### config.mk
export PLATFORM = sky130hd
export DESIGN_NAME = pc_sequencer_flat
export DESIGN_NICKNAME = d
export VERILOG_FILES = /design/src/rtl/pc_sequencer_pkg.sv /design/src/rtl/pc_sequencer_if.sv /design/src/rtl/pc_sequencer_next_logic.sv /design/src/rtl/pc_sequencer.sv /design/src/flat_wrapper.sv
export SDC_FILE = /design/constraint.sdc
export NUM_CORES = 1
export LEC_CHECK = 0
export CAP_MARGIN = 10
export CORE_MARGIN = 3
export CORE_UTILIZATION = 45
export DETAILED_ROUTE_END_ITERATION = 7
export PLACE_DENSITY = 0.75
export SLEW_MARGIN = 20
export SYNTH_ARGS = -nofsm -noshare
export SYNTH_HDL_FRONTEND = slang
export SYNTH_SLANG_ARGS = --single-unit
### constraint.sdc
create_clock -name fast_clock -period 2.2 [get_ports fast_clock]
set_clock_uncertainty 0.15 [all_clocks]
set_input_delay 0.44 -clock fast_clock [delete_from_list [all_inputs] [get_ports fast_clock]]
set_output_delay 0.44 -clock fast_clock [all_outputs]
set_load 0.1 [all_outputs]
### src/rtl/pc_sequencer_pkg.sv
// Shared definitions for the program-counter sequencer.
//   - FSM state encoding (2-bit, legacy-compatible constants)
//   - Default address width and highest valid program address
package pc_sequencer_pkg;

  localparam int unsigned DEF_ADDR_WIDTH = 8;
  localparam int unsigned DEF_LAST_ADDR  = 255;

  localparam logic [1:0] ST_IDLE   = 2'd0;
  localparam logic [1:0] ST_RUN    = 2'd1;
  localparam logic [1:0] ST_STEP   = 2'd2;
  localparam logic [1:0] ST_HALTED = 2'd3;

endpackage

### src/rtl/pc_sequencer_if.sv
// Control/status bundle between a controller and the pc sequencer.
//   master : controller side; drives enable/start/step/stop and the
//            decoded-instruction hints (halt_instr, jump_en, jump_addr),
//            observes pc/fetch/running/halted.
//   slave  : sequencer side; the mirror image.
interface pc_sequencer_if
  import pc_sequencer_pkg::*;
#(
  parameter int unsigned ADDR_WIDTH = DEF_ADDR_WIDTH
);

  logic                  enable;
  logic                  start;
  logic                  step;
  logic                  stop;
  logic                  halt_instr;
  logic                  jump_en;
  logic [ADDR_WIDTH-1:0] jump_addr;
  logic [ADDR_WIDTH-1:0] pc;
  logic                  fetch;
  logic                  running;
  logic                  halted;

  modport master (
    output enable, start, step, stop, halt_instr, jump_en, jump_addr,
    input  pc, fetch, running, halted
  );

  modport slave (
    input  enable, start, step, stop, halt_instr, jump_en, jump_addr,
    output pc, fetch, running, halted
  );

endinterface

### src/rtl/pc_sequencer_next_logic.sv
// Combinational next-pc computation for an advance.
//   pc        : current program counter
//   jump_en   : take jump_addr instead of incrementing
//   jump_addr : jump target; anything above LAST_ADDR is clamped to 0
//   next_pc   : resulting program counter
module pc_next_logic
  import pc_sequencer_pkg::*;
#(
  parameter int unsigned ADDR_WIDTH = DEF_ADDR_WIDTH,
  parameter int unsigned LAST_ADDR  = DEF_LAST_ADDR
) (
  input  logic [ADDR_WIDTH-1:0] pc,
  input  logic                  jump_en,
  input  logic [ADDR_WIDTH-1:0] jump_addr,
  output logic [ADDR_WIDTH-1:0] next_pc
);

  localparam logic [ADDR_WIDTH-1:0] LAST = ADDR_WIDTH'(LAST_ADDR);
  localparam logic [ADDR_WIDTH-1:0] ONE  = ADDR_WIDTH'(1'b1);
  localparam logic [ADDR_WIDTH-1:0] ZERO = {ADDR_WIDTH{1'b0}};

  // Jump with clamp, otherwise increment with wrap at LAST_ADDR.
  // ">=" on the wrap keeps a stray out-of-range pc from counting past LAST.
  always_comb begin
    next_pc = ZERO;
    if (jump_en) begin
      if (jump_addr > LAST) begin
        next_pc = ZERO;
      end else begin
        next_pc = jump_addr;
      end
    end else begin
      if (pc >= LAST) begin
        next_pc = ZERO;
      end else begin
        next_pc = pc + ONE;
      end
    end
  end

endmodule

### src/rtl/pc_sequencer.sv
// Program-counter sequencer: IDLE / RUN / STEP / HALTED control of a pc
// advanced on prescaler enable ticks.
//   fast_clock : sole clock, rising edge
//   rst        : synchronous active-high reset
//   bus        : slave side of pc_sequencer_if (commands in, pc/status out)
// All outputs are registered; fetch pulses for one cycle whenever pc is
// loaded by an advance or by a restart from HALTED.
module pc_sequencer
  import pc_sequencer_pkg::*;
#(
  parameter int unsigned ADDR_WIDTH = DEF_ADDR_WIDTH,
  parameter int unsigned LAST_ADDR  = DEF_LAST_ADDR
) (
  input  logic           fast_clock,
  input  logic           rst,
  pc_sequencer_if.slave  bus
);

  localparam logic [ADDR_WIDTH-1:0] ZERO = {ADDR_WIDTH{1'b0}};

  logic [1:0]            state_r;
  logic [ADDR_WIDTH-1:0] pc_r;
  logic                  fetch_r;
  logic                  running_r;
  logic                  halted_r;

  logic [1:0]            state_nx_s;
  logic [ADDR_WIDTH-1:0] pc_nx_s;
  logic                  fetch_nx_s;
  logic [ADDR_WIDTH-1:0] adv_pc_s;

  pc_next_logic #(
    .ADDR_WIDTH (ADDR_WIDTH),
    .LAST_ADDR  (LAST_ADDR)
  ) u_next (
    .pc        (pc_r),
    .jump_en   (bus.jump_en),
    .jump_addr (bus.jump_addr),
    .next_pc   (adv_pc_s)
  );

  // Next-state, next-pc and fetch decision.
  // In RUN/STEP, stop is checked before enable so it wins a coincident tick,
  // and halt_instr is checked before the advance so a HALT never moves pc.
  always_comb begin
    state_nx_s = state_r;
    pc_nx_s    = pc_r;
    fetch_nx_s = 1'b0;
    case (state_r)
      ST_IDLE: begin
        if (bus.start) begin
          state_nx_s = ST_RUN;
        end else if (bus.step) begin
          state_nx_s = ST_STEP;
        end else begin
          state_nx_s = ST_IDLE;
        end
      end
      ST_RUN, ST_STEP: begin
        if (bus.stop) begin
          state_nx_s = ST_IDLE;
        end else if (bus.enable) begin
          if (bus.halt_instr) begin
            state_nx_s = ST_HALTED;
          end else begin
            pc_nx_s    = adv_pc_s;
            fetch_nx_s = 1'b1;
            state_nx_s = (state_r == ST_RUN) ? ST_RUN : ST_IDLE;
          end
        end else begin
          state_nx_s = state_r;
        end
      end
      ST_HALTED: begin
        if (bus.start) begin
          pc_nx_s    = ZERO;
          fetch_nx_s = 1'b1;
          state_nx_s = ST_RUN;
        end else begin
          state_nx_s = ST_HALTED;
        end
      end
      default: begin
        state_nx_s = ST_IDLE;
      end
    endcase
  end

  // State, pc and status registers; status flags decode the next state so
  // they line up with the state they describe.
  always_ff @(posedge fast_clock) begin
    if (rst) begin
      state_r   <= ST_IDLE;
      pc_r      <= ZERO;
      fetch_r   <= 1'b0;
      running_r <= 1'b0;
      halted_r  <= 1'b0;
    end else begin
      state_r   <= state_nx_s;
      pc_r      <= pc_nx_s;
      fetch_r   <= fetch_nx_s;
      running_r <= (state_nx_s == ST_RUN);
      halted_r  <= (state_nx_s == ST_HALTED);
    end
  end

  assign bus.pc      = pc_r;
  assign bus.fetch   = fetch_r;
  assign bus.running = running_r;
  assign bus.halted  = halted_r;

endmodule

### src/flat_wrapper.sv
// flat-port wrapper written by rule: the top's interface ports become plain ports
module pc_sequencer_flat import pc_sequencer_pkg::*;
#(
  parameter int unsigned ADDR_WIDTH = DEF_ADDR_WIDTH,
  parameter int unsigned LAST_ADDR  = DEF_LAST_ADDR
)
  (fast_clock, rst, bus_enable, bus_start, bus_step, bus_stop, bus_halt_instr, bus_jump_en, bus_jump_addr, bus_pc, bus_fetch, bus_running, bus_halted);
  pc_sequencer_if #(.ADDR_WIDTH(ADDR_WIDTH)) bus_i ();
  input  logic fast_clock;
  input  logic rst;
  input wire logic [$bits(bus_i.enable)-1:0] bus_enable;
  input wire logic [$bits(bus_i.start)-1:0] bus_start;
  input wire logic [$bits(bus_i.step)-1:0] bus_step;
  input wire logic [$bits(bus_i.stop)-1:0] bus_stop;
  input wire logic [$bits(bus_i.halt_instr)-1:0] bus_halt_instr;
  input wire logic [$bits(bus_i.jump_en)-1:0] bus_jump_en;
  input wire logic [$bits(bus_i.jump_addr)-1:0] bus_jump_addr;
  output wire logic [$bits(bus_i.pc)-1:0] bus_pc;
  output wire logic [$bits(bus_i.fetch)-1:0] bus_fetch;
  output wire logic [$bits(bus_i.running)-1:0] bus_running;
  output wire logic [$bits(bus_i.halted)-1:0] bus_halted;
  assign bus_i.enable = bus_enable;
  assign bus_i.start = bus_start;
  assign bus_i.step = bus_step;
  assign bus_i.stop = bus_stop;
  assign bus_i.halt_instr = bus_halt_instr;
  assign bus_i.jump_en = bus_jump_en;
  assign bus_i.jump_addr = bus_jump_addr;
  assign bus_pc = bus_i.pc;
  assign bus_fetch = bus_i.fetch;
  assign bus_running = bus_i.running;
  assign bus_halted = bus_i.halted;
  pc_sequencer #(.ADDR_WIDTH(ADDR_WIDTH), .LAST_ADDR(LAST_ADDR)) u_core (.fast_clock(fast_clock), .rst(rst), .bus(bus_i));
endmodule
* Yosys cells after proc, flatten, opt, wreduce, memory -nomap -nowiden
Cells that the tools add are included.
** Cells by class
- $add $sub $neg :: 1
- $lt $le $gt $ge :: 2
- Eq/ne operators :: 9
- Mux-type cells :: 21
- Reduce and logical (&&, ||, !) cells :: 4
** Operators with widths (count)
- $mux W8 :: 7
- $pmux W8 S2 :: 1
- $mux W2 :: 6
- $add A8 B1 Y8 const B :: 1
- $ge A8 B8 Y1 const B :: 1
- $gt A8 B8 Y1 const B :: 1
- $ne A2 B2 Y1 const B :: 4
- $eq A2 B2 Y1 const B :: 3
- $pmux W2 S3 :: 1
- $mux W1 :: 5
- $reduce_and A5 Y1 :: 1
- $eq A2 B1 Y1 const B :: 2
- $logic_not A2 Y1 :: 1
- $pmux W1 S2 :: 1
- $reduce_bool A2 Y1 :: 1
- $reduce_or A2 Y1 :: 1
** Storage, ports and cells
- Flip-flop bits (word level) :: 13
- Input bits :: 16
- Output and inout bits :: 11
- Word-level logic and storage cells :: 42

* Longest topological paths before layout
Gate-level depths: netlist of the first run.
- Depth in word-level cells :: 7
- Depth in mapped cells :: 7
- Depth with buffers taken out :: 6

* Cells and area by module
A second synthesis of the first run with hierarchy kept.
** Unflattened totals
- Cell total of the unflattened synthesis :: 95
- Area total of the unflattened synthesis :: 870.8 um2
** Modules (own cells, without submodules)
- pc_sequencer :: times used 1, cells each 57, area an instance 621.8 um2, sequential area each 260.2 um2
- pc_next_logic :: times used 1, cells each 38, area an instance 249.0 um2, sequential area each 0.0 um2

* Worst setup path before layout of the first run
Ideal clock, no wire load.
- Kind :: flip-flop to flip-flop
- Start :: reg u_core.pc_r[0], in the netlist u_core.bus.pc[0]
- End :: reg u_core.pc_r[5], in the netlist u_core.bus.pc[5]
- Library setup time :: 0.061 ns
- Arrival :: 2.201 ns
- Data required time :: 1.989 ns
- Path slack :: -0.212 ns
- Cell stages (with the launch flop) :: 5
- Path buffers :: 0
- Cells stage by stage :: dfxtp_1 nand3_1 or3_2 a2111oi_0 a211o_1
** On the way
- Longest elaborated chain between the ends :: 7
** Ends and longest elaborated chain
- start: declaration :: RTL line pc_sequencer.sv:22 : logic [ADDR_WIDTH-1:0] pc_r;
- start signal: assignment :: RTL line pc_sequencer.sv:100 : pc_r <= pc_nx_s;
- $add A8 B1 Y8 / $ge A8 B8 Y1 (equally long branches) :: RTL line pc_sequencer_next_logic.sv:36, pc_sequencer_next_logic.sv:33
- $mux W8 * :: RTL line pc_sequencer_next_logic.sv:33 : if (pc >= LAST) begin
- $mux W8 * :: RTL line pc_sequencer_next_logic.sv:26 : if (jump_en) begin
- $mux W8 * :: RTL line pc_sequencer.sv:63 : if (bus.halt_instr) begin
- $mux W8 * :: RTL line pc_sequencer.sv:62 : end else if (bus.enable) begin
- $mux W8 * :: RTL line pc_sequencer.sv:60 : if (bus.stop) begin
- $pmux W8 S2 * :: RTL line pc_sequencer.sv:49 : case (state_r)
Every way passes the cells marked *; elsewhere a longest branch is shown, timed or not. The select of a mux whose other input is x is not followed.
A chain may end at the register's enable or synchronous reset.

* Worst setup path after layout of the first run
- Start :: reg u_core.state_r[1]
- End :: reg u_core.pc_r[7], in the netlist u_core.bus.pc[7]
** On the way
- Longest elaborated chain between the ends :: 4
** Ends and longest elaborated chain
- start: declaration :: RTL line pc_sequencer.sv:21 : logic [1:0] state_r;
- start signal: assignment :: RTL line pc_sequencer.sv:99 : state_r <= state_nx_s;
- $eq A2 B2 Y1 / $eq A2 B1 Y1 (equally long branches) :: RTL line pc_sequencer.sv:49
- $reduce_or A2 Y1 :: RTL line pc_sequencer.sv:49
- $ne A2 B2 Y1 (no source line) / $reduce_bool A2 Y1 (equally long branches)
- $reduce_and A5 Y1 (no source line)
Several ways; a longest one is shown, not always the timed one.

==> impl_metrics.prom, run 1 <==
# TYPE chip_impl_metric gauge
chip_impl_info{name="run_status",value="complete, no violations"} 1
chip_impl_metric{name="top_level_ports",unit=""} 27
chip_impl_metric{name="timing.final.ws_setup",unit="ns"} 0.150
chip_impl_info{name="netlist_top_cells_area",value="dfxtp_1 (30%), ha_1 (5.8%), a21oi_1 (5.3%), mux2i_1 (4.7%), buf_6 (3.9%)"} 1
chip_impl_metric{name="global_route_wire_length_before_repair",unit="mm"} 3.68
chip_impl_metric{name="antenna_left",unit=""} 0
chip_impl_metric{name="die_y",unit="µm"} 49.6
chip_impl_metric{name="numPortBuffers",unit=""} 26
chip_impl_metric{name="p_per_area",unit="nW/µm²"} 489
chip_impl_metric{name="placed_area",unit="µm²"} 1150
chip_impl_metric{name="cts_buffer_depth",unit=""} 2
chip_impl_metric{name="leakagePower",unit="nW"} 0.473
chip_impl_metric{name="synth_nets",unit=""} 122
chip_impl_info{name="post-synth-top-count-cell",value="dfxtp_1"} 1
chip_impl_info{name="path_cells",value="inv_1 > ha_2 > nand4bb_4 > or3_1 > buf_4 > nor3_1 > o22a_1"} 1
chip_impl_metric{name="dr.pass1.iters",unit=""} 4
chip_impl_metric{name="cts_post_setup_buffers_inserted",unit=""} 0
chip_impl_metric{name="synth_area",unit="µm²"} 856
chip_impl_metric{name="finalCoreUtilization",unit="%"} 66.9
chip_impl_metric{name="hpwlAfterDp",unit="mm"} 1.77
chip_impl_metric{name="globalplace.congestion",unit=""} 0.827
chip_impl_info{name="setup.worst_path.start_class",value="flop"} 1
chip_impl_metric{name="netlist-cell-type-count",unit=""} 35
chip_impl_metric{name="post_route_drc",unit=""} 0
chip_impl_metric{name="avg_inst_size_synth",unit="µm²"} 8.39
chip_impl_metric{name="regToRegSetupSlack",unit="ns"} 0.15
chip_impl_info{name="yosys_most_used_dff",value="dfxtp_1"} 1
chip_impl_info{name="crit_family",value="simple AND/OR/NAND/NOR gates"} 1
chip_impl_metric{name="finalCritPeriodShare",unit="%"} 93.2
chip_impl_metric{name="rows",unit=""} 15
chip_impl_metric{name="postSynthCellCount",unit=""} 102
chip_impl_metric{name="critical_path_required",unit="ns"} 2.27
chip_impl_metric{name="critical_path.max_stage_delay",unit="ns"} 0.39
chip_impl_metric{name="final.hold.worst_slack",unit="ns"} 0.382
chip_impl_metric{name="synth_edf_count",unit=""} 0
chip_impl_metric{name="drt_first_iter_violations",unit=""} 14
chip_impl_metric{name="nets",unit=""} 157
chip_impl_info{name="min-delay-path-class",value="flop to flop"} 1
chip_impl_metric{name="final_area",unit="µm²"} 1180
chip_impl_metric{name="clk_pin_slew",unit="ns"} 0.08
chip_impl_metric{name="yosys_warns",unit=""} 0
chip_impl_metric{name="chipWidth",unit="µm"} 49.6
chip_impl_metric{name="first_global_vias",unit=""} 830
chip_impl_metric{name="routedWlPerCell",unit="µm"} 13.6
chip_impl_metric{name="finalWorstPathRequiredPeriod",unit="ns"} 2.05
chip_impl_info{name="cts_tree",value="built"} 1
chip_impl_metric{name="grt.overflow.total",unit=""} 0
chip_impl_metric{name="post_route_setup_tns",unit="ns"} 0
chip_impl_metric{name="core_area",unit="µm²"} 1760
chip_impl_metric{name="postRouteWirelength",unit="mm"} 2.18
chip_impl_metric{name="grt_antenna_before_repair",unit=""} 0
chip_impl_info{name="cpMaxStageDelayCell",value="ha_2"} 1
chip_impl_metric{name="dpl_worst_slack",unit="ns"} -0.0932
chip_impl_metric{name="initial_core_util",unit="%"} 48.5
chip_impl_metric{name="critPathMaxFanout",unit=""} 5
chip_impl_metric{name="placedCellCount",unit=""} 157
chip_impl_metric{name="final_hold_viol_count",unit=""} 0
chip_impl_info{name="reg2reg_from",value="u_core.state_r[1]"} 1
chip_impl_metric{name="postSynthRegisterBits",unit=""} 13
chip_impl_metric{name="antennaDiodeCount",unit=""} 0
chip_impl_metric{name="highest_attainable_clock_frequency",unit="GHz"} 0.488
chip_impl_metric{name="slew-limit-headroom",unit="%"} 69.9
chip_impl_metric{name="drv_slew",unit=""} 0
chip_impl_metric{name="yosys.area.top_type_share",unit="%"} 30.4
chip_impl_info{name="rsz0062_at_grt",value="false"} 1
chip_impl_metric{name="maximum_number_of_pins_on_one_net_before_global_route_repair",unit=""} 12
chip_impl_info{name="cts-root-buf",value="clkbuf_4"} 1
chip_impl_metric{name="clk-insertion-delay-late",unit="ns"} 0.27
chip_impl_metric{name="area_growth",unit="%"} 37.9
chip_impl_metric{name="synth_seq_area_share",unit="%"} 30.4
chip_impl_metric{name="route.vias.total",unit=""} 896
chip_impl_metric{name="finalPower",unit="mW"} 0.577
chip_impl_metric{name="clock_sink_count",unit=""} 13
chip_impl_info{name="worst-setup-path-type",value="flop to flop"} 1
chip_impl_metric{name="tritoncts.num_buffers",unit=""} 3
chip_impl_metric{name="routed_via_density",unit=""} 5.57
chip_impl_info{name="setup.worst_path.start",value="u_core.state_r[1]"} 1
chip_impl_metric{name="die_area",unit="µm²"} 2460
chip_impl_info{name="synthTopCellsByCount",value="dfxtp_1 (13), a21oi_1 (9), nand2_1 (8), nor2_1 (8)"} 1
chip_impl_metric{name="final-setup-viol-count",unit=""} 0
chip_impl_metric{name="drive_gt1_share",unit="%"} 26.5
chip_impl_metric{name="irDropWorstVdd",unit="V"} 0.000351
chip_impl_metric{name="share_of_synthesized_registers_carrying_an_async_set_or_reset",unit="%"} 0
chip_impl_metric{name="worst_path_arrival_time",unit="ns"} 2.12
chip_impl_metric{name="layout.cells.non_filler",unit=""} 161
chip_impl_metric{name="htree_num_levels",unit=""} 1
chip_impl_info{name="worstSetupEndpointType",value="flop"} 1
chip_impl_metric{name="maxCapViolations",unit=""} 0
chip_impl_info{name="hold_sp",value="u_core.bus.pc[3]"} 1
chip_impl_info{name="synth_largest_area_cell",value="dfxtp_1"} 1
chip_impl_metric{name="global_route.usage.total",unit="%"} 18.6
chip_impl_metric{name="worstMarginPinSlew",unit="ns"} 0.448
chip_impl_metric{name="cp.buffers_inverters",unit=""} 2
==> flip-flops by register name (all words and copies together), names as in the netlist <==
signal	cells
u_core.state_r	2
u_core.bus.running	1
u_core.bus.halted	1
u_core.bus.fetch	1
u_core.bus.pc	8
==> placed cells by master (no fill, tap or decap), drive strengths merged, types with 2 or more instances in the layout <==
master / synthesis / routed
a2111oi: 2 / 2
a211o: 2 / 2
a211oi: 2 / 2
a21oi: 9 / 9
and3: 2 / 2
buf: 4 / 20
clkbuf: 1 / 4
clkdlybuf4s50: 0 / 15
dfxtp: 13 / 13
ha: 4 / 4
inv: 6 / 6
mux2i: 4 / 4
nand2: 8 / 8
nand2b: 3 / 3
nand3: 3 / 3
nor2: 8 / 8
nor2b: 2 / 2
nor3: 6 / 6
nor4: 3 / 3
o21ai: 2 / 2
o31ai: 2 / 2
o32ai: 2 / 2
or3: 3 / 3
==> worst register-to-register path: stages, from the launching register on <==
cell	delay (ns)
dfxtp_1	0.35
inv_1	0.08
ha_2	0.39
nand4bb_4	0.12
or3_1	0.39
buf_4	0.17
nor3_1	0.20
o22a_1	0.16
==> per-layer routing <==
| metal | up-vias | GRT usage [%] | part of all wire (%) |
|---|---|---|---|
| met1 | 410 | 25.0 | 44 |
| met5 | - | 0 | 0 |
| met3 | 2 | 1.51 | 7.0 |
| li1 | 447 | - | - |
| met2 | 37 | 30.4 | 48 |
| met4 | 0 | 7.37 | 0.69 |
==> power by group <==
part	internal, mW	switching [mW]	total (mW)	leakage [nW]
sequential	0.245	0.00835	0.253	0.107
combinational	0.0761	0.0990	0.175	0.351
clock	0.0702	0.0784	0.149	0.0150
total	0.391	0.186	0.577	0.473
==> layout make-up <==
type / count / area [µm²]
Tap cell: 25 / 31.3
Timing Repair Buffer: 35 / 300
Clock buffer: 4 / 26.3
Multi-Input combinational cell: 78 / 534
Inverter: 6 / 22.5
Sequential cell: 13 / 265
Fill cell: 176 / 584
==> kinds of logic (layout without fill, tap and decap cells) <==
group	count (synthesis)	after routing	share of synthesized area (%)
compound gates	28	28	23.2
mux	4	4	4.68
simple gates	42	42	28.2
fa+ha+maj	4	4	5.85
buf+inv	11	45	7.60
flops	13	13	30.4
==> worst paths after layout <==
check                     end  cells past startpoint
min          u_core.bus.pc[3]                      1
max          u_core.bus.pc[7]                      7
max reg2reg  u_core.bus.pc[7]                      7
min reg2reg  u_core.bus.pc[3]                      1
==> what timing repair did <==
| action | in CTS | in global routing |
|---|---|---|
| hold buffers | 0 | 0 |
| gates resized for setup | 0 | 3 |
| endpoints found under the setup margin | 0 | 3 |
No activity file was read; power rests on OpenSTA's default activity.
==> inputs of run 2 (changes only) <==
ABC_AREA = 1   (was not set)
==> run 2 against run 1 <==
  * Clock-buffer cell count stayed put
  * Maximum frequency is 17% higher
  * First-iteration DRC count is 50% lower
  * Combinational power is 21% lower
  * Sequential cell count stayed put
==> impl_metrics.prom, run 2 <==
# TYPE chip_impl_metric gauge
chip_impl_info{name="run_status",value="complete, no violations"} 1
chip_impl_metric{name="global_route_wire_length_before_repair",unit="mm"} 3.35
chip_impl_metric{name="worst_path_arrival_time",unit="ns"} 1.77
chip_impl_info{name="cts-root-buf",value="clkbuf_4"} 1
chip_impl_metric{name="share_of_synthesized_registers_carrying_an_async_set_or_reset",unit="%"} 0
chip_impl_metric{name="highest_attainable_clock_frequency",unit="GHz"} 0.569
chip_impl_metric{name="rows",unit=""} 15
chip_impl_metric{name="first_global_vias",unit=""} 780
chip_impl_metric{name="globalplace.congestion",unit=""} 0.842
chip_impl_metric{name="die_area",unit="µm²"} 2440
chip_impl_info{name="setup.worst_path.start_class",value="flop"} 1
chip_impl_metric{name="p_switching",unit="mW"} 0.163
chip_impl_metric{name="numPortBuffers",unit=""} 26
chip_impl_metric{name="antennaDiodeCount",unit=""} 0
chip_impl_metric{name="area_growth",unit="%"} 36.1
chip_impl_metric{name="mux_share_of_post_synthesis_cell_area",unit="%"} 0
chip_impl_metric{name="leakagePower",unit="nW"} 0.523
chip_impl_metric{name="die_y",unit="µm"} 49.4
chip_impl_metric{name="maxCapViolations",unit=""} 0
chip_impl_info{name="yosys_most_used_dff",value="dfxtp_1"} 1
chip_impl_metric{name="slew-limit-headroom",unit="%"} 79.1
chip_impl_info{name="largest_family_of_logic_cells_by_synthesized_area",value="simple AND/OR/NAND/NOR gates"} 1
chip_impl_info{name="synthTopCellsByCount",value="nand2_1 (48), inv_1 (17), nor2_1 (14)"} 1
chip_impl_metric{name="finalWorstPathRequiredPeriod",unit="ns"} 1.76
chip_impl_metric{name="clock_sink_count",unit=""} 13
chip_impl_metric{name="placedCellCount",unit=""} 186
chip_impl_metric{name="largest_register_ffs",unit=""} 8
chip_impl_metric{name="synth_area",unit="µm²"} 848
chip_impl_metric{name="yosys.area.top_type_share",unit="%"} 30.7
chip_impl_metric{name="sequentialPowerShare",unit="%"} 47.4
chip_impl_info{name="worstSetupEndpointType",value="flop"} 1
chip_impl_metric{name="final_hold_viol_count",unit=""} 0
chip_impl_metric{name="synth_xor_xnor_area_share",unit="%"} 0
chip_impl_metric{name="finalCritPeriodShare",unit="%"} 79.8
chip_impl_metric{name="grt.overflow.total",unit=""} 0
chip_impl_info{name="layout_common_cells",value="nand2_1 (48), inv_1 (17), clkdlybuf4s50_1 (15)"} 1
chip_impl_metric{name="layout.cells.non_filler",unit=""} 190
chip_impl_info{name="min-delay-path-class",value="flop to flop"} 1
chip_impl_metric{name="worstMarginPinSlew",unit="ns"} 0.313
chip_impl_metric{name="antenna_left",unit=""} 0
chip_impl_metric{name="cts_resized",unit=""} 0
chip_impl_metric{name="chipWidth",unit="µm"} 49.4
chip_impl_metric{name="route.vias.total",unit=""} 891
chip_impl_metric{name="irDropWorstVdd",unit="V"} 0.000393
chip_impl_info{name="post-synth-top-count-cell",value="nand2_1"} 1
chip_impl_metric{name="drive_gt1_share",unit="%"} 17.6
chip_impl_metric{name="critPathMaxFanout",unit=""} 8
chip_impl_metric{name="cts_post_setup_buffers_inserted",unit=""} 0
chip_impl_metric{name="routed_via_density",unit=""} 4.69
chip_impl_metric{name="htree_num_levels",unit=""} 1
chip_impl_metric{name="post_route_setup_tns",unit="ns"} 0
chip_impl_metric{name="postRouteWirelength",unit="mm"} 2.01
chip_impl_metric{name="synth_compound_area_share",unit="%"} 13.4
chip_impl_metric{name="synthAdderAreaFrac",unit="%"} 5.90
chip_impl_metric{name="drv_slew",unit=""} 0
chip_impl_info{name="worst-setup-path-type",value="flop to flop"} 1
chip_impl_metric{name="initial_core_util",unit="%"} 48.6
chip_impl_metric{name="global_route.usage.total",unit="%"} 17.8
chip_impl_metric{name="postSynthCellCount",unit=""} 135
chip_impl_metric{name="core_area",unit="µm²"} 1750
chip_impl_metric{name="avg_inst_size_synth",unit="µm²"} 6.28
chip_impl_metric{name="clk-insertion-delay-late",unit="ns"} 0.27
chip_impl_metric{name="int_pwr",unit="mW"} 0.366
chip_impl_metric{name="post_cts_hold_buffer_count",unit=""} 0
chip_impl_metric{name="p_per_area",unit="nW/µm²"} 458
chip_impl_metric{name="clk_pin_slew",unit="ns"} 0.07
chip_impl_info{name="rsz0062_at_grt",value="false"} 1
chip_impl_metric{name="synth_seq_area_share",unit="%"} 30.7
chip_impl_metric{name="yosys.area_share.simple",unit="%"} 41.0
chip_impl_metric{name="netlist-cell-type-count",unit=""} 23
chip_impl_metric{name="hpwlAfterDp",unit="mm"} 1.69
chip_impl_metric{name="power.switching_fraction",unit="%"} 30.9
chip_impl_info{name="layout.cells.most_common",value="nand2_1"} 1
chip_impl_metric{name="final-setup-viol-count",unit=""} 0
chip_impl_metric{name="drt_first_iter_violations",unit=""} 7
chip_impl_metric{name="top_level_ports",unit=""} 27
chip_impl_metric{name="dr.pass1.iters",unit=""} 4
chip_impl_metric{name="post_route_drc",unit=""} 0
chip_impl_info{name="netlist_top_cells_area",value="dfxtp_1 (31%), nand2_1 (21%), inv_1 (7.5%), nor2_1 (6.2%), ha_1 (5.9%)"} 1
chip_impl_metric{name="finalPower",unit="mW"} 0.529
chip_impl_metric{name="routedWlPerCell",unit="µm"} 10.6
chip_impl_metric{name="synth_edf_count",unit=""} 0
chip_impl_metric{name="synth_nets",unit=""} 155
chip_impl_metric{name="nets",unit=""} 186
chip_impl_metric{name="yosys_warns",unit=""} 0
chip_impl_metric{name="tritoncts.num_buffers",unit=""} 3
chip_impl_metric{name="postSynthRegisterBits",unit=""} 13
chip_impl_info{name="synth_largest_area_cell",value="dfxtp_1"} 1
chip_impl_metric{name="power.combinational.fraction",unit="%"} 26.0
chip_impl_metric{name="critical_path_required",unit="ns"} 2.21
chip_impl_metric{name="cts_buffer_depth",unit=""} 2
chip_impl_metric{name="grt_antenna_before_repair",unit=""} 0
chip_impl_metric{name="clk_network_pwr_share",unit="%"} 26.6
chip_impl_metric{name="maximum_number_of_pins_on_one_net_before_global_route_repair",unit=""} 10
chip_impl_info{name="cts_tree",value="built"} 1
## run 2: logic make-up after synthesis
| logic type | Yosys count |
|---|---|
| buf+inv | 20 |
| fa+ha+maj | 4 |
| flops | 13 |
| simple gates | 81 |
| compound gates | 17 |
## run 2: metrics by stage
| step | instance area [µm²] | util [%] | hold WS (ns) | worst slack (ns) |
|---|---|---|---|---|
| finish | 1150 | 66.2 | 0.387 | 0.444 |
| global placement | 1130 | 64.7 | 0.367 | 0.328 |
| floorplan | 848 | - | 0.446 | 0.0122 |
| detailed placement | 1130 | 64.7 | 0.378 | 0.260 |
| global route | 1150 | 66.2 | 0.406 | 0.315 |
| CTS | 1150 | 66.2 | 0.388 | 0.426 |
## run 2: worst max-delay path, stage by stage, from the launching register on
cell and delay [ns]:
dfxtp_1 0.38, inv_1 0.06, ha_1 0.31, inv_1 0.06, nor2_2 0.12, nand2_1 0.09, o21ai_1 0.09, nand2_2 0.13
a22oi_1 0.20, nor2_1 0.06
## run 2: worst paths after layout
| check | startpoint | to | slack, ns | cells after the start |
|---|---|---|---|---|
| worst max-delay path | u_core.state_r[0] | u_core.bus.pc[2] | 0.44 | 9 |
| worst min register to register | u_core.bus.pc[7] | u_core.bus.pc[7] | 0.39 | 2 |
| worst min-delay path | u_core.bus.pc[7] | u_core.bus.pc[7] | 0.39 | 2 |
| worst max register to register | u_core.state_r[0] | u_core.bus.pc[2] | 0.44 | 9 |
## run 2: layout make-up
type                       count  area, µm²
tap                           25       31.3
clock buffer                   4       26.3
timing repair buffer          27        253
sequential                    13        260
fill                         175        591
multi-input combinational    102        512
inverter                      19       72.6
## run 2: layer usage
metal  share of wire [%]  routed length [µm]  GRT usage (%)
met5                   0                   0              0
met1                  45                 900           21.0
met3                 5.4                 109           5.20
met4                 1.1                  23           6.91
met2                  49                 981           30.1
## run 2: power groups by stage
stage                     Clock [mW]  Combinational (mW)  Sequential, mW
after floorplan                    0              0.0514           0.291
after global placement             0               0.136           0.256
after detailed placement           0               0.138           0.257
after CTS                      0.147               0.139           0.251
after global routing           0.158               0.149           0.253
final                          0.141               0.138           0.251
==> inputs of run 3 (changes only) <==
CORE_UTILIZATION = 40   (was 45)
PLACE_DENSITY = 0.7   (was 0.75)
clock period = 1.6 ns   (was 2.2 ns; I/O delays follow)
==> run 3 against run 2 <==
  * Critical path depth rose by 1
  * Sequential power rose by 37%
  * First-iteration DRC count increased to 2.7 times the previous value
  * Wire length grew 19%
  * Global-route usage rose by 2.0 points
  * Core utilization increased by 7.4 points
  * Critical path type unchanged
  * Critical endpoint is now u_core.bus.pc[1]
  * Largest power group unchanged
==> impl_metrics.prom, run 3 (synthesis gave the netlist of run 2 again) <==
# TYPE chip_impl_metric gauge
chip_impl_info{name="rsz0062_at_grt",value="true"} 1
chip_impl_metric{name="chipWidth",unit="µm"} 52.1
chip_impl_info{name="hold_end",value="u_core.bus.pc[4]"} 1
chip_impl_metric{name="irDropWorstVdd",unit="V"} 0.000474
chip_impl_info{name="cts_tree",value="built"} 1
chip_impl_info{name="path_cells",value="inv_2 > ha_4 > inv_2 > nor2_4 > nand2_2 > o21ai_1 > nand2_2 > buf_4 > nand2_1 > a21oi_1"} 1
chip_impl_metric{name="tritoncts.num_buffers",unit=""} 3
chip_impl_metric{name="final_area",unit="µm²"} 1460
chip_impl_info{name="worst-setup-path-type",value="flop to flop"} 1
chip_impl_metric{name="hpwlAfterDp",unit="mm"} 1.91
chip_impl_metric{name="leakagePower",unit="nW"} 0.625
chip_impl_metric{name="nets",unit=""} 198
chip_impl_info{name="setup.worst_path.start_class",value="flop"} 1
chip_impl_metric{name="finalCritPeriodShare",unit="%"} 97.8
chip_impl_metric{name="final_hold_viol_count",unit=""} 0
chip_impl_metric{name="dr.pass1.iters",unit=""} 4
chip_impl_info{name="hold_sp",value="u_core.bus.pc[4]"} 1
chip_impl_metric{name="drt_first_iter_violations",unit=""} 19
chip_impl_metric{name="clk_pin_slew",unit="ns"} 0.08
chip_impl_metric{name="global_route.usage.total",unit="%"} 19.9
chip_impl_metric{name="htree_num_levels",unit=""} 1
chip_impl_metric{name="critPathMaxFanout",unit=""} 3
chip_impl_metric{name="globalplace.congestion",unit=""} 0.851
chip_impl_metric{name="worstMarginPinSlew",unit="ns"} 0.211
chip_impl_metric{name="slew-limit-headroom",unit="%"} 85.9
chip_impl_metric{name="rows",unit=""} 16
chip_impl_metric{name="clk-insertion-delay-late",unit="ns"} 0.28
chip_impl_metric{name="area_growth",unit="%"} 71.8
chip_impl_metric{name="critical_path.max_stage_delay",unit="ns"} 0.34
chip_impl_metric{name="die_area",unit="µm²"} 2710
chip_impl_metric{name="antennaDiodeCount",unit=""} 0
chip_impl_metric{name="worstRegToRegCells",unit=""} 10
chip_impl_metric{name="grt.overflow.total",unit=""} 0
chip_impl_info{name="worstSetupEndpointType",value="flop"} 1
chip_impl_metric{name="finalWorstPathRequiredPeriod",unit="ns"} 1.56
chip_impl_metric{name="finalPower",unit="mW"} 0.820
chip_impl_metric{name="top_level_ports",unit=""} 27
chip_impl_info{name="layout_common_cells",value="nand2_1 (46), nor2_1 (14), clkdlybuf4s50_1 (14)"} 1
chip_impl_metric{name="cp.buffers_inverters",unit=""} 3
chip_impl_metric{name="numPortBuffers",unit=""} 26
chip_impl_info{name="cpMaxStageDelayCell",value="dfxtp_2"} 1
chip_impl_info{name="r2r-end",value="u_core.bus.pc[1]"} 1
chip_impl_info{name="setup.worst_path.start",value="u_core.state_r[1]"} 1
chip_impl_metric{name="core_area",unit="µm²"} 1980
chip_impl_metric{name="critical_path_required",unit="ns"} 1.62
chip_impl_metric{name="route.vias.total",unit=""} 992
chip_impl_metric{name="postRouteWirelength",unit="mm"} 2.40
chip_impl_metric{name="drv_slew",unit=""} 0
chip_impl_metric{name="placed_area",unit="µm²"} 1350
chip_impl_metric{name="highest_attainable_clock_frequency",unit="GHz"} 0.639
chip_impl_metric{name="clock_sink_count",unit=""} 13
chip_impl_info{name="min-delay-path-class",value="flop to flop"} 1
chip_impl_metric{name="regToRegSetupSlack",unit="ns"} 0.04
chip_impl_info{name="reg2reg_from",value="u_core.state_r[1]"} 1
chip_impl_metric{name="antenna_left",unit=""} 0
chip_impl_metric{name="maxCapViolations",unit=""} 0
chip_impl_metric{name="die_y",unit="µm"} 52.1
chip_impl_info{name="cts-root-buf",value="clkbuf_4"} 1
chip_impl_metric{name="initial_core_util",unit="%"} 42.8
chip_impl_info{name="crit_family",value="flip-flops"} 1
chip_impl_metric{name="final-setup-viol-count",unit=""} 0
chip_impl_metric{name="routedWlPerCell",unit="µm"} 11.7
chip_impl_info{name="run_status",value="complete, no violations"} 1
chip_impl_metric{name="grt_antenna_before_repair",unit=""} 0
chip_impl_metric{name="post_route_drc",unit=""} 0
chip_impl_metric{name="worst_path_arrival_time",unit="ns"} 1.59
chip_impl_metric{name="drive_gt1_share",unit="%"} 34.5
chip_impl_metric{name="routed_via_density",unit=""} 4.86
chip_impl_metric{name="global_route_wire_length_before_repair",unit="mm"} 3.95
chip_impl_info{name="layout.cells.most_common",value="nand2_1"} 1
chip_impl_metric{name="cts_buffer_depth",unit=""} 2
chip_impl_metric{name="largest_register_ffs",unit=""} 8
chip_impl_metric{name="maximum_number_of_pins_on_one_net_before_global_route_repair",unit=""} 10
chip_impl_metric{name="p_per_area",unit="nW/µm²"} 562
chip_impl_metric{name="hold_path_depth",unit=""} 2
chip_impl_metric{name="first_global_vias",unit=""} 918
==> run 3: repair_timing <==
action | in CTS | in global routing
pin swaps | 5 | 9
buffers inserted | 3 | 0
setup endpoints to repair | 1 | 12
gates resized for setup | 4 | 13
hold buffers | 0 | 0
==> run 3: worst max-delay path by stage <==
stage / end / slack, ns / depth (start not counted)
global route: u_core.bus.pc[0] / -0.03 / 10
CTS: u_core.bus.fetch / 0.002 / 8
detailed placement: u_core.bus.pc[2] / -0.17 / 8
floorplan: u_core.bus.pc[7] / 0.0005 / 8
global placement: u_core.bus.pc[2] / -0.13 / 8
finish: u_core.bus.pc[1] / 0.04 / 10
==> run 3: cell type report <==
cell class / instances / area (µm²)
clock buffers: 4 / 26.3
fillers: 149 / 524
inverters: 19 / 72.6
multi-input cells: 102 / 564
flip-flops and latches: 13 / 283
well taps: 27 / 33.8
repair buffers: 39 / 478
==> run 3: power breakdown <==
part | leakage (nW) | internal [mW] | switching [mW] | total (mW)
Sequential | 0.111 | 0.331 | 0.0122 | 0.343
Combinational | 0.498 | 0.127 | 0.142 | 0.269
Clock | 0.0150 | 0.0968 | 0.111 | 0.208
==> run 3: per-layer routing <==
metal	global-route usage [%]	vias up	share of wire, %
met5	0	-	0
met4	7.86	0	1.6
met3	4.30	5	3.9
met2	36.8	24	53
met1	21.4	452	42
li1	-	511	-
==> run 3: stage by stage <==
step / hold slack [ns] / setup slack, ns / setup TNS (ns) / utilization [%] / cells
finish: 0.371 / 0.0357 / 0 / 73.5 / 204
global route: 0.393 / -0.0318 / -0.0517 / 73.5 / 204
CTS: 0.375 / 0.00241 / 0 / 71.4 / 205
detailed placement: 0.364 / -0.168 / -1.57 / 68.2 / 198
global placement: 0.359 / -0.127 / -1.01 / 68.2 / 198
floorplan: 0.326 / 0.000466 / 0 / - / 135
==> run 3: tightest hold or removal path, stage by stage (launching register included) <==
cell and delay, ns:
dfxtp_4 0.37, nand2_2 0.07, a21oi_2 0.04
